### src/rtl/key_debounce.sv
// Push-button conditioner: synchronizes the raw active-low KEY input,
// filters contact bounce, and emits single-cycle press/release pulses.
module key_debounce #(
    parameter int DEBOUNCE_CYCLES = 250000
) (
    input  logic clk,
    input  logic reset,
    input  logic in,
    output logic out,
    output logic press,
    output logic release_pulse
);

    localparam int CW = $clog2(DEBOUNCE_CYCLES + 1);
    localparam logic [CW-1:0] LAST = CW'(DEBOUNCE_CYCLES - 1);

    typedef enum logic [1:0] {
        STABLE_UP,
        WAIT_DOWN,
        STABLE_DOWN,
        WAIT_UP
    } state_t;

    logic          sync1;
    logic          sync2;
    state_t        state;
    logic [CW-1:0] cnt;

    // Two-flop synchronizer; idles high so an unpressed key is the reset view
    always_ff @(posedge clk) begin
        if (reset) begin
            sync1 <= 1'b1;
            sync2 <= 1'b1;
        end else begin
            sync1 <= in;
            sync2 <= sync1;
        end
    end

    // Debounce FSM: count agreeing samples, flip out and pulse on the last one
    always_ff @(posedge clk) begin
        if (reset) begin
            state         <= STABLE_UP;
            cnt           <= '0;
            out           <= 1'b1;
            press         <= 1'b0;
            release_pulse <= 1'b0;
        end else begin
            press         <= 1'b0;
            release_pulse <= 1'b0;
            unique case (state)
                STABLE_UP: begin
                    if (!sync2) begin
                        state <= WAIT_DOWN;
                        cnt   <= CW'(1);
                    end else begin
                        cnt <= '0;
                    end
                end
                WAIT_DOWN: begin
                    if (sync2) begin
                        state <= STABLE_UP;
                        cnt   <= '0;
                    end else if (cnt == LAST) begin
                        state <= STABLE_DOWN;
                        cnt   <= '0;
                        out   <= 1'b0;
                        press <= 1'b1;
                    end else begin
                        cnt <= cnt + CW'(1);
                    end
                end
                STABLE_DOWN: begin
                    if (sync2) begin
                        state <= WAIT_UP;
                        cnt   <= CW'(1);
                    end else begin
                        cnt <= '0;
                    end
                end
                WAIT_UP: begin
                    if (!sync2) begin
                        state <= STABLE_DOWN;
                        cnt   <= '0;
                    end else if (cnt == LAST) begin
                        state         <= STABLE_UP;
                        cnt           <= '0;
                        out           <= 1'b1;
                        release_pulse <= 1'b1;
                    end else begin
                        cnt <= cnt + CW'(1);
                    end
                end
                default: begin
                    state <= STABLE_UP;
                    cnt   <= '0;
                end
            endcase
        end
    end

endmodule

### config.mk
export PLATFORM = sky130hd
export DESIGN_NAME = key_debounce
export DESIGN_NICKNAME = d
export VERILOG_FILES = /design/src/rtl/key_debounce.sv
export SDC_FILE = /design/constraint.sdc
export NUM_CORES = 1
export LEC_CHECK = 0
export BUFFER_PORTS_ARGS = -buffer_cell sky130_fd_sc_hd__buf_2
export CORE_ASPECT_RATIO = 0.6
export CORE_MARGIN = 2
export CORE_UTILIZATION = 30
export DETAILED_ROUTE_END_ITERATION = 10
export HOLD_SLACK_MARGIN = 0.03
export PLACE_DENSITY = 0.41
export SLEW_MARGIN = 15
export SYNTH_ARGS = -nofsm -noshare
export SYNTH_HDL_FRONTEND = slang
export SYNTH_SLANG_ARGS = --single-unit
### constraint.sdc
create_clock -name clk -period 3.4 [get_ports clk]
set_clock_uncertainty 0.2 [all_clocks]
set_input_delay 0.51 -clock clk [delete_from_list [all_inputs] [get_ports clk]]
set_output_delay 0.51 -clock clk [all_outputs]
set_load 0.01 [all_outputs]
* Word level (Yosys, flattened, before mapping)
Cells that the tools add are included.
** Storage, ports and cells
- Word-level logic and storage cells :: 48
- Register bits :: 25
- Output and inout port bits :: 3
** Operators by class
- Bitwise gates (word level) :: 3
- Reduce and logical (&&, ||, !) cells :: 6
- Equality and inequality tests :: 12
- $add $sub $neg :: 1
- Mux-type cells :: 19
** Operators with widths (number)
- one-hot mux 18 bit (4 select lines) :: 1
- 2-to-1 mux 18 bit :: 3
- adder 18 x 1 -> 18 bit (second input constant) :: 1
- == test 18 bit (second input constant) :: 1
- 2-to-1 mux 2 bit :: 6
- != test 2 bit (second input constant) :: 6
- one-hot mux 2 bit (4 select lines) :: 1
- 2-to-1 mux 1 bit :: 7
- != test 3 bit (second input constant) :: 2
- OR reduction 3 bit :: 2
- AND reduction 5 bit :: 1
- == test 2 bit (second input constant) :: 2
- AND reduction 4 bit :: 1
- NOT 1 bit :: 3
- == test 2 x 1 -> 1 bit (second input constant) :: 1
- logical NOT 2 bit :: 1
- one-hot mux 1 bit (2 select lines) :: 1
- nonzero test 2 bit :: 1

* Depth between registers and ports, before layout
- Depth after elaboration :: 4
- Gate-level depth with buffers :: 6
- Depth with buffers taken out :: 5

* Worst setup path after synthesis
OpenSTA, ideal clock, no wires.
- Path type :: register -> register
- Start point :: register cnt[5]
- End point :: register out
- Stages on the path, launching flop included :: 6
- Period minus slack after synthesis :: 2448 ps
- Data arrival time :: 2132 ps
- Setup slack :: 952 ps
- Data required time :: 3085 ps
- Cells stage by stage :: dfxtp_1 > or4_1 > or4_1 > buf_2 > or4_1 > a31o_1
** Between the ends
- Word-level cells in the longest chain between the ends :: 3
- Elaborated cells between the ends (all ways) :: 4
- Classes of those cells :: 3 x eq/ne; 1 x reduce/logical
** RTL lines
- start: declaration :: line 27 : logic [CW-1:0] cnt;
- start signal: assignment :: line 70 : cnt <= cnt + CW'(1);
- start signal: assignment :: line 91 : cnt <= cnt + CW'(1);
- == test 18 bit * :: line 64, 85
- != test 2 bit (no line)
- AND reduction 5 bit (no line) *
- end signal: assignment :: line 45 : out <= 1'b1;
- end signal: assignment :: line 67 : out <= 1'b0;
- end signal: assignment :: line 88 : out <= 1'b1;
- end: declaration :: line 9 : output logic out,
Every way passes the cells marked *; elsewhere a longest branch is shown, timed or not.
A chain may end at the register's enable or synchronous reset.

* Final worst setup path
- Start point :: register cnt[4]
- End point :: register cnt[10]
** Between the ends
- Word-level cells in the longest chain between the ends :: 4
- Elaborated cells between the ends (all ways) :: 6
- Classes of those cells :: 1 x add/sub; 1 x eq/ne; 4 x mux
** RTL lines
- adder 18 x 1 -> 18 bit / == test 18 bit (equally long branches)
- 2-to-1 mux 18 bit * :: line 64, 85
- 2-to-1 mux 18 bit, on equally long branches :: line 82, 61
- one-hot mux 18 bit (4 select lines) * :: line 51 : unique case (state)
Marked as above.

==> run_results.csv <==
group,metric,value,unit
cells_and_area,seq_area,500,um^2
clock_tree,clock_latency,260,ps
cells_and_area,fin_nets,131,
synth,synth_warnings,0,
critical_path,cp-start-kind,"flop",
die,die_h,50.3,um
sta,grt_setup_unrepaired,"false",
clock_tree,ctsHoldBuffers,0,
synth,synth.largest_area_cell,"dfxtp_1",
worst_hold_path,hp-class,"reg -> reg",
sta,tightest_slew,727,ps
synth,synth_top_area_share,46.7,%
power_and_ir_drop,power.leakage,0.348,nW
route,wl_per_cell,13.0,um
route,wirelength,2.22,mm
global_route,antenna_found_initial,0,
cells_and_area,drive_above_1_share,11.1,%
die,fp.coreArea,3340,um^2
sta,hold_violations,0,
clock_tree,tritoncts,"built",
die,num_rows,16,
route,vias_per_cell,5.02,
clock_tree,cts_sinks,25,
placement,gp_congestion,0.788,
critical_path,crit_type,"reg -> reg",
die,fp.dieW,81.1,um
synth,syn_area_per_cell,8.93,um^2
critical_path,r2r_end,"cnt[10]$_SDFF_PP0_",
synth,async_flop_share,0,%
sta,setup_viol,0,
synth,yosys-top-cells-area,"dfxtp_1, xnor2_1, nor2_1",
sta,setup_ws,749,ps
global_route,overflow,0,
synth,synth_edf_count,0,
synth,ys_types,31,
sta,period_share,78.0,%
critical_path,critPathMaxStageDelay,640,ps
cells_and_area,final_cell_area,1180,um^2
worst_hold_path,min_to,"sync2$_SDFF_PP1_",
critical_path,cp-end-kind,"flop",
critical_path,worstPathCellList,"or4b_1, or4_1, o21ai_2, nor2_1",
sta,final_max_slew_viol_count,0,
die,dieArea,4080,um^2
sta,slew_headroom,51.5,%
outcome,run_status,"completed",
synth,ys_seq_elements,25,
synth,yosysMostFrequentCell,"dfxtp_1",
clock_tree,clk_pin_slew,80,ps
placement,dp_hpwl,1.59,mm
clock_tree,cts_resized,0,
route,drc,0,
synth,synth_area,1070,um^2
placement,place_ws,759,ps
clock_tree,cts_buffers,3,
power_and_ir_drop,powerDensity,407,nW/um^2
route,ant_nets,0,
sta,fin_crit,2650,ps
synth,ys_seq_area_share,46.7,%
cells_and_area,nFillCells,360,
critical_path,r2r_start,"cnt[4]$_SDFF_PP0_",
clock_tree,cts_setup_buffers,0,
route,vias,858,
global_route,grt_max_degree,18,
flow_run,maxCapViolations,0,
clock_tree,htree_levels,1,
route,first_iter_violations,86,
cells_and_area,n_antenna_cell,0,
worst_hold_path,min_from,"sync1$_SDFF_PP1_",
synth,synth-main-ff-cell,"dfxtp_1",
cells_and_area,final_util,35.4,%
sta,fmax,377,MHz
critical_path,worstPathRequired,3330,ps
sta,finalSetupTns,0,ps
route,firstDrtPassIters,4,
placement,dpl_cell_area,1140,um^2
synth,syn_nets,124,
synth,synth_cells,120,
critical_path,crit_path_max_fanout,17,
global_route,grt_pass1_wl,3.90,mm
global_route,track_usage,12.7,%
critical_path,arrival,2580,ps
critical_path,r2r_cells,4,
clock_tree,clock_path_buffers,2,
critical_path,r2r_slack,750,ps
placement,port-buffer-count,5,
power_and_ir_drop,ir_drop,222,uV
die,start_util,32.0,%
die,pin_count,6,
worst_hold_path,holdPathStages,1,
cells_and_area,syn_to_final_growth,10.5,%
critical_path,critPathSlowestCell,"or4_1",
global_route,grt_pass1_vias,806,
synth,yosys-top-cells-count,"dfxtp_1, nor2_1, xnor2_1, nand4_1",
clock_tree,root_buffer,"clkbuf_8",
cells_and_area,multi_input_area,546,um^2
-- area by class of cell --
cell class	instances	share of cell area, %
Clock buffer	4	3.81
Sequential cell	25	42.3
Tap cell	45	4.76
Inverter	3	0.951
Multi-Input combinational cell	89	46.1
Timing Repair Buffer	5	2.11
-- worst max-delay path, delay by kind of cell, from the launching register on --
kind	cells	cell delay, ps
AO/OA/AOI/OAI	1	630
AND/OR/NAND/NOR	3	1300
flip-flops	1	380
-- worst max-delay path by stage --
stage / from / endpoint / slack [ps]
floorplan: cnt[5]$_SDFF_PP0_ / out$_SDFFE_PP1P_ / 950
global placement: cnt[4]$_SDFF_PP0_ / cnt[9]$_SDFF_PP0_ / 780
detailed placement: cnt[4]$_SDFF_PP0_ / cnt[10]$_SDFF_PP0_ / 760
CTS: cnt[4]$_SDFF_PP0_ / cnt[10]$_SDFF_PP0_ / 740
global route: cnt[10]$_SDFF_PP0_ / cnt[10]$_SDFF_PP0_ / 630
finish: cnt[4]$_SDFF_PP0_ / cnt[10]$_SDFF_PP0_ / 750
-- state kept, by name, summed over array words and instances, names as in the netlist, named ones only --
| signal | flops |
|---|---|
| sync2 | 1 |
| cnt | 18 |
| release_pulse | 1 |
| out | 1 |
| sync1 | 1 |
| state | 1 |
| press | 1 |
-- report_power, final --
| part | switching (mW) | total [mW] | internal, mW |
|---|---|---|---|
| clock | 0.0912 | 0.175 | 0.0837 |
| sequential | 0.00221 | 0.298 | 0.295 |
| combinational | 0.00397 | 0.00912 | 0.00515 |
| total | 0.0973 | 0.482 | 0.384 |
-- layer usage --
metal  global-route usage, %  routed length (um)
met4                    3.39                  19
met1                    19.5                1250
met5                       0                   0
met3                    4.86                 120
met2                    16.0                 835
-- cell usage in the layout, fill, tap and decap left out, drive strengths merged, types with 4 or more instances in the layout --
| master | count |
|---|---|
| nand4 | 7 |
| or4 | 4 |
| nor2 | 19 |
| nand2 | 5 |
| nand3 | 6 |
| dfxtp | 25 |
| a21oi | 6 |
| xnor2 | 9 |
| clkbuf | 4 |
| buf | 5 |
| xor2 | 5 |
| nor4 | 4 |
-- cells by family (layout without fill, tap and decap cells) --
family | Yosys count | count (layout) | share of synthesized area, %
compound gates | 15 | 15 | 9.00
flops | 25 | 25 | 46.7
xor+xnor | 14 | 14 | 11.4
buf+inv | 6 | 12 | 2.34
simple gates | 59 | 59 | 29.3
fa+ha+maj | 1 | 1 | 1.17
-- through the flow --
step	cells	total power [mW]	hold WS, ps
after CTS	171	0.491	210
after floorplan	120	0.310	189
after global routing	171	0.506	218
final	171	0.482	219
after global placement	167	0.314	196
after detailed placement	167	0.314	199
(Power assumes the default switching activity.)
